===== src/rtl/tetris_pkg.sv =====
// Shared playfield types and constants for the Tetris board pipeline.
// Used by the line-clear scanner and the board manager.
package tetris_pkg;

  localparam int BOARD_COLS     = 10;
  localparam int BOARD_ROWS_DEF = 20;

  typedef logic [15:0] cell_t;

  localparam cell_t EMPTY_COLOR = 16'h000F;

  typedef enum logic [2:0] {
    S_IDLE,
    S_REQ,
    S_WAIT,
    S_EVAL,
    S_REPORT,
    S_WAIT_CLR
  } lcs_state_e;

endpackage


===== src/rtl/row_full_check.sv =====
// Combinational full/empty classification of one board row.
// Shared between the line-clear scanner and the board manager.
module row_full_check
  import tetris_pkg::*;
(
  input  cell_t cells [BOARD_COLS],
  output logic  is_full,
  output logic  is_empty
);

  always_comb begin
    is_full  = 1'b1;
    is_empty = 1'b1;
    for (int i = 0; i < BOARD_COLS; i++) begin
      if (cells[i] == EMPTY_COLOR) begin
        is_full = 1'b0;
      end else begin
        is_empty = 1'b0;
      end
    end
  end

endmodule


===== src/rtl/line_clear_scanner.sv =====
// Bottom-up full-row scanner feeding the board manager's row-copy engine.
// LCS_EARLY_STOP_EN: stop the scan at the first all-empty row.
module line_clear_scanner
  import tetris_pkg::*;
#(
  parameter int BOARD_ROWS     = BOARD_ROWS_DEF,
  parameter int TIMEOUT_CYCLES = 4096
) (
  input  logic        clk,
  input  logic        reset,
  input  logic        start,
  input  logic        row_ready,
  input  cell_t       row_data [BOARD_COLS],
  input  logic        clear_done,
  output logic        row_ld,
  output logic [7:0]  row,
  output logic        busy,
  output logic        clear_valid,
  output logic [7:0]  clear_row,
  output logic [7:0]  clear_num_rows,
  output logic [15:0] lines_total,
  output logic        timeout_err
);

  localparam int TW =
    (TIMEOUT_CYCLES > 1) ? $clog2(TIMEOUT_CYCLES) : 1;
  localparam logic [7:0]    TOP_ROW = 8'(BOARD_ROWS - 1);
  localparam logic [TW-1:0] TMO_MAX = TW'(TIMEOUT_CYCLES - 1);

  lcs_state_e    state_q, state_d;
  logic [7:0]    row_q, row_d;
  logic [7:0]    run_q, run_d;
  logic [TW-1:0] tmo_q, tmo_d;
  cell_t         rowbuf_q [BOARD_COLS];
  cell_t         rowbuf_d [BOARD_COLS];
  logic [7:0]    crow_q, crow_d;
  logic [7:0]    cnum_q, cnum_d;
  logic          cvld_q, cvld_d;
  logic [15:0]   lines_q, lines_d;
  logic          terr_q, terr_d;

  logic          row_full;
  logic          row_empty;
  logic [16:0]   lines_sum;

  row_full_check u_chk (
    .cells    (rowbuf_q),
    .is_full  (row_full),
    .is_empty (row_empty)
  );

`ifndef LCS_EARLY_STOP_EN
  logic unused_empty;
  assign unused_empty = row_empty;
`endif

  assign lines_sum = {1'b0, lines_q} + {9'd0, cnum_q};

  always_comb begin
    state_d  = state_q;
    row_d    = row_q;
    run_d    = run_q;
    tmo_d    = tmo_q;
    rowbuf_d = rowbuf_q;
    crow_d   = crow_q;
    cnum_d   = cnum_q;
    cvld_d   = cvld_q;
    lines_d  = lines_q;
    terr_d   = terr_q;
    unique case (state_q)
      S_IDLE: begin
        if (start) begin
          row_d   = TOP_ROW;
          run_d   = '0;
          terr_d  = 1'b0;
          state_d = S_REQ;
        end
      end
      S_REQ: begin
        tmo_d   = '0;
        state_d = S_WAIT;
      end
      S_WAIT: begin
        if (row_ready) begin
          rowbuf_d = row_data;
          state_d  = S_EVAL;
        end else if (tmo_q == TMO_MAX) begin
          terr_d  = 1'b1;
          state_d = S_IDLE;
        end else begin
          tmo_d = tmo_q + 1'b1;
        end
      end
      S_EVAL: begin
        if (row_full) begin
          if (run_q == 8'd0) crow_d = row_q;
          run_d = run_q + 8'd1;
        end
        if (!row_full && run_q != 8'd0) begin
          state_d = S_REPORT;
`ifdef LCS_EARLY_STOP_EN
        end else if (row_empty || row_q == 8'd0) begin
`else
        end else if (row_q == 8'd0) begin
`endif
          state_d = (run_d != 8'd0) ? S_REPORT : S_IDLE;
        end else begin
          row_d   = row_q - 8'd1;
          state_d = S_REQ;
        end
      end
      S_REPORT: begin
        cnum_d  = run_q;
        cvld_d  = 1'b1;
        state_d = S_WAIT_CLR;
      end
      S_WAIT_CLR: begin
        if (clear_done) begin
          cvld_d  = 1'b0;
          lines_d = lines_sum[16] ? 16'hFFFF : lines_sum[15:0];
          row_d   = TOP_ROW;
          run_d   = '0;
          state_d = S_REQ;
        end
      end
      default: state_d = S_IDLE;
    endcase
  end

  always_ff @(posedge clk or posedge reset) begin
    if (reset) begin
      state_q  <= S_IDLE;
      row_q    <= '0;
      run_q    <= '0;
      tmo_q    <= '0;
      rowbuf_q <= '{default: '0};
      crow_q   <= '0;
      cnum_q   <= '0;
      cvld_q   <= 1'b0;
      lines_q  <= '0;
      terr_q   <= 1'b0;
    end else begin
      state_q  <= state_d;
      row_q    <= row_d;
      run_q    <= run_d;
      tmo_q    <= tmo_d;
      rowbuf_q <= rowbuf_d;
      crow_q   <= crow_d;
      cnum_q   <= cnum_d;
      cvld_q   <= cvld_d;
      lines_q  <= lines_d;
      terr_q   <= terr_d;
    end
  end

  // Held while the manager is busy so a request is never dropped.
  assign row_ld         = (state_q == S_WAIT) && !row_ready;
  assign row            = row_q;
  assign busy           = (state_q != S_IDLE);
  assign clear_valid    = cvld_q;
  assign clear_row      = crow_q;
  assign clear_num_rows = cnum_q;
  assign lines_total    = lines_q;
  assign timeout_err    = terr_q;

endmodule


===== config.mk =====
export PLATFORM = sky130hd
export DESIGN_NAME = line_clear_scanner
export DESIGN_NICKNAME = d
export VERILOG_FILES = /design/src/rtl/tetris_pkg.sv /design/src/rtl/row_full_check.sv /design/src/rtl/line_clear_scanner.sv
export SDC_FILE = /design/constraint.sdc
export NUM_CORES = 1
export LEC_CHECK = 0
export ABC_AREA = 1
export CAP_MARGIN = 20
export CORE_UTILIZATION = 55
export CTS_CLUSTER_DIAMETER = 50
export DETAILED_ROUTE_END_ITERATION = 8
export DONT_BUFFER_PORTS = 1
export PLACE_DENSITY_LB_ADDON = 0.12
export REMOVE_ABC_BUFFERS = 1
export SETUP_SLACK_MARGIN = 0.05
export SYNTH_ARGS = -nofsm -noshare
export SYNTH_HDL_FRONTEND = slang
export SYNTH_HIERARCHICAL = 1
export SYNTH_SLANG_ARGS = --single-unit

===== constraint.sdc =====
create_clock -name clk -period 9.1 [get_ports clk]
set_clock_uncertainty 0.1 [all_clocks]
set_input_delay 0.455 -clock clk [delete_from_list [all_inputs] [get_ports clk]]
set_output_delay 0.455 -clock clk [all_outputs]
set_load 0.005 [all_outputs]

==> metrics.cfg, run 1 <==
[cts]
cts_sinks = 225
cts_tree = yes
clock_latency_ps = 540
cts_max_level = 1
cts_root_buf = clkbuf_16
postCtsSetupRepairBufs = 0
cts_buffers = 27
clockBufferDepth = 3
cts-resized-gates = 0
path_clk_slew_ps = 60
cts-hold-fix-buffers = 161

[placement]
place_congestion = 0.836
port_buffers = 0
dp.cells = 1549
dpl_cell_area_mm2 = 0.0106
hpwl_um = 15200

[sta]
slew_headroom_pct = 31.5
setup_viol = 0
maxSlewViolCount = 0
tightest_slew_ps = 1030
hold_viol = 0
post-route-min-period_ps = 3270
tns_ps = 0
grt_setup_unrepaired = false
timing.fmax_ghz = 0.305
finalCritPeriodShare_pct = 36.0

[die]
fp.coreArea_mm2 = 0.0187
die_x_um = 140
num_rows = 50
die_y_um = 140
start_util_pct = 56.1
pin_count = 209
die-area_mm2 = 0.0196

[worst_setup_path]
cp.arrival_ps = 3650
critPathKind = reg2reg
critPathRequiredTime_ps = 9470
path_max_fanout = 85
worstSetupStartpointType = register
cp-end-kind = register

[outcome]
status = finished clean

[power]
p_leak_nw = 6.79
ir_drop_uv = 187
power_mw = 3.62
pwr_density_cell_mw_per_mm2 = 277

[drt]
first_pass_iters = 5
wl_met3_um = 1450
avgRoutedWirePerCell_um = 14.4
drc = 0
drtIter0Drc = 515
dr.max_layer_used = met4
ant_nets = 0
wl_um = 25400
m1WireLength_um = 10800
met2_length_um = 12400
viasPerCell = 5.12
num_vias = 9013

[global_route]
grt_pass1_wl_um = 42800
grt_pass1_vias = 9026
globalRouteOverflowTotal = 0
track_usage_pct = 26.7
grt_antenna_before_repair = 2
grt_max_degree = 107

[job]
maxCapViolCount = 0

[layout]
final_util_pct = 69.9
final_nets = 1683
area_growth_pct = 24.7
drive_gt1_share_pct = 5.25
design_area_mm2 = 0.0131
instances_no_fill = 1761

[logic_synthesis]
syn_area_per_cell_um2 = 7.76
syn-instance-count = 1353
synth_area_mm2 = 0.0105
ys_warn_count = 6

[min_path]
hp-class = in2reg

registers in the layout, indices dropped and copies added, names as in the netlist:
name and count:
lines_total 16, clear_num_rows 8, tmo_q 12, clear_row 8
state_q 3, rowbuf_q 160, timeout_err 1, clear_valid 1
row 8, run_q 8
per-stage QoR:
stage / hold WS, ps / setup slack, ps
2_1_floorplan: 348 / 2380
3_3_place_gp: 362 / 6000
3_5_place_dp: 365 / 5920
4_1_cts: 23.4 / 5910
5_1_grt: 41.1 / 5550
6_report: 39.3 / 5830
cell type report:
class	count	area [um^2]
Timing Repair Buffer	165	1640
Fill cell	1408	5620
Antenna cell	2	5.00
Sequential cell	225	5630
Clock buffer	37	763
Multi-Input combinational cell	1016	4330
Clock inverter	12	141
Inverter	70	274
Tap cell	234	293
power by group:
group / switching (mW) / internal, mW
clock: 0.418 / 0.647
sequential: 0.217 / 1.37
combinational: 0.618 / 0.356
path summary, 6_finish.rpt:
check	from	endpoint	slack [ps]	depth (start not counted)
setup / recovery	state_q[0]$_DFFE_PP0P_	rowbuf_q[80]$_DFFE_PP0P_	5830	8
min in group asynchronous	reset	rowbuf_q[11]$_DFFE_PP0P_	470	2
setup reg to reg	state_q[0]$_DFFE_PP0P_	rowbuf_q[80]$_DFFE_PP0P_	5830	8
max in group asynchronous	reset	rowbuf_q[133]$_DFFE_PP0P_	7160	3
hold reg to reg	rowbuf_q[118]$_DFFE_PP0P_	rowbuf_q[118]$_DFFE_PP0P_	380	2
hold / removal	clear_done	state_q[0]$_DFFE_PP0P_	40	2
per-layer routing:
metal	vias to the layer above	track usage, %
met5	-	0
met4	0	8.50
met3	59	5.23
met2	278	45.9
met1	4173	34.1
li1	4503	-
placed cells by master, fill, tap and decap left out, drive strengths merged:
| cell | count |
|---|---|
| xnor2 | 6 |
| nor3 | 7 |
| bufinv | 2 |
| dfrtp | 225 |
| o21ai | 37 |
| inv | 69 |
| nor2 | 131 |
| o21bai | 1 |
| buf | 4 |
| o22ai | 6 |
| a22oi | 1 |
| a21boi | 2 |
| xor2 | 6 |
| fa | 1 |
| clkinvlp | 2 |
| dlygate4sd3 | 161 |
| ha | 12 |
| a21oi | 8 |
| clkbuf | 37 |
| diode | 2 |
| nand4 | 19 |
| or2 | 5 |
| nand3 | 54 |
| nand2 | 714 |
| nand3b | 4 |
| a21o | 2 |
| clkinv | 9 |
critical path, stage by stage (launching register included):
cell and delay [ps]:
dfrtp_1 430, nor2_2 180, nand2_2 120, inv_2 180, nand2_4 380, inv_4 680
buf_4 760, nand2_1 160, nand2_1 130
Note: power is estimated with default switching activity, not from simulation.
==> inputs of run 2 (changes only) <==
- clock period: 9.1 -> 2.8 ns (I/O delays scaled with it)
==> metrics.cfg, run 2 (synthesized netlist as in run 1, its figures left out) <==
[drt]
num_vias = 9213
first_pass_iters = 7
drtIter0Drc = 640
drc = 0
viasPerCell = 5.10
ant_nets = 0
wl_um = 25900
avgRoutedWirePerCell_um = 14.3

[layout]
largest_reg_flops = 160
register_area_mm2 = 0.00563
area_growth_pct = 29.9
drive_gt1_share_pct = 5.79
layout_commonest_cell = nand2_1
instances_no_fill = 1807
layout_common_cells = nand2_1, dfrtp_1, dlygate4sd3_1, nor2_1, inv_1
multiInputGateArea_mm2 = 0.00434
design_area_mm2 = 0.0136
final_nets = 1729
final_util_pct = 72.8
fillers = 1381
regMostFlops = rowbuf_q

[outcome]
status = finished with violations
violations = negative hold slack

[worst_setup_path]
path_max_fanout = 6
critical_path.slowest_cell = dlygate4sd3_1
cp-end-kind = register
cpLargestDelayFamily = simple AND/OR/NAND/NOR gates
cp.arrival_ps = 2850
worstPathBufferInverterCount = 3
worstSetupStartpointType = register
path_cells = nor2_1, nand2_1, nor2_1, nand2_1, nand2_1, inv_2, nand2_1, nor2_2, inv_1, nand2_1, nand3_1, nand3_1, a21o_1, dlygate4sd3_1
critPathRequiredTime_ps = 3110
crit_top_cell = nand2_1
slowest_delay_ps = 540
r2r_start = rowbuf_q[91]$_DFFE_PP0P_
critPathKind = reg2reg
startpoint = rowbuf_q[91]$_DFFE_PP0P_

[power]
power_mw = 12.2
ir_drop_uv = 675
p_leak_nw = 6.95
pwr_density_cell_mw_per_mm2 = 896

[cts]
cts_root_buf = clkbuf_16
cts_buffers = 28
path_clk_slew_ps = 60
cts_max_level = 1
clockBufferDepth = 3
clock_latency_ps = 530
cts_sinks = 225
cts_tree = yes

[die]
die_x_um = 140
fp.coreArea_mm2 = 0.0187
die_y_um = 140
start_util_pct = 56.1
num_rows = 50
die-area_mm2 = 0.0196
pin_count = 209

[global_route]
track_usage_pct = 27.0
grt_antenna_before_repair = 1
grt_pass1_vias = 9221
grt_max_degree = 164
grt_pass1_wl_um = 43200
globalRouteOverflowTotal = 0

[sta]
setup_viol = 0
finalCritPeriodShare_pct = 90.6
maxSlewViolCount = 0
fin_ws_ps = 263
tightest_slew_ps = 796
tns_ps = 0
hold_viol = 1
whs_ps = -36.0
post-route-min-period_ps = 2540
timing.fmax_ghz = 0.394
slew_headroom_pct = 47.0
grt_setup_unrepaired = false

[min_path]
hp-class = in2reg
hp-start = row_ready

[placement]
dpl_cell_area_mm2 = 0.0107
place_congestion = 0.877
dp.cells = 1555
hpwl_um = 15500
port_buffers = 0
dpl_worst_slack_ps = 365

[job]
maxCapViolCount = 0

==> run 2: layer usage <==
metal / vias to the layer above / track usage [%] / wire length, um
met4: 0 / 10.1 / 944
li1: 4590 / - / -
met2: 299 / 45.4 / 12300
met3: 69 / 5.47 / 1420
met5: - / 0 / 0
met1: 4255 / 34.5 / 11100
==> run 2: final cells by class <==
type / count / area share, %
flip-flops and latches: 225 / 41.3
multi-input cells: 1016 / 31.8
repair buffers: 210 / 15.6
clock buffers: 36 / 5.74
well taps: 234 / 2.15
inverters: 70 / 2.01
clock inverters: 15 / 1.30
diodes: 1 / 0.0184
==> run 2: path summary, 6_finish.rpt <==
| kind | end | slack [ps] | cells after the start |
|---|---|---|---|
| max in group asynchronous | rowbuf_q[153]$_DFFE_PP0P_ | 1680 | 3 |
| worst min register to register | rowbuf_q[159]$_DFFE_PP0P_ | 380 | 2 |
| worst max-delay path | state_q[0]$_DFFE_PP0P_ | 260 | 14 |
| worst min-delay path | state_q[1]$_DFFE_PP0P_ | -40 | 3 |
| min in group asynchronous | state_q[0]$_DFFE_PP0P_ | 90 | 2 |
| worst max register to register | state_q[0]$_DFFE_PP0P_ | 260 | 14 |
==> run 2: tightest hold or removal path, stage by stage <==
cell and delay [ps]:
nand2_4 50, buf_12 210, nand2_1 130
==> run 2: power breakdown <==
part           total (mW)  internal [mW]  switching [mW]  leakage (nW)
combinational        3.36           1.30            2.06          3.61
sequential           5.16           4.44           0.720          2.87
clock                3.69           2.26            1.42         0.469
total                12.2           8.01            4.20          6.95
==> run 2: repair_timing <==
item / 4_1_cts / 5_1_grt
hold endpoints to repair: 346 / 0
hold buffers: 200 / 0
endpoints found under the setup margin: 0 / 6
gates resized for setup: 0 / 2
setup buffers: 0 / 0
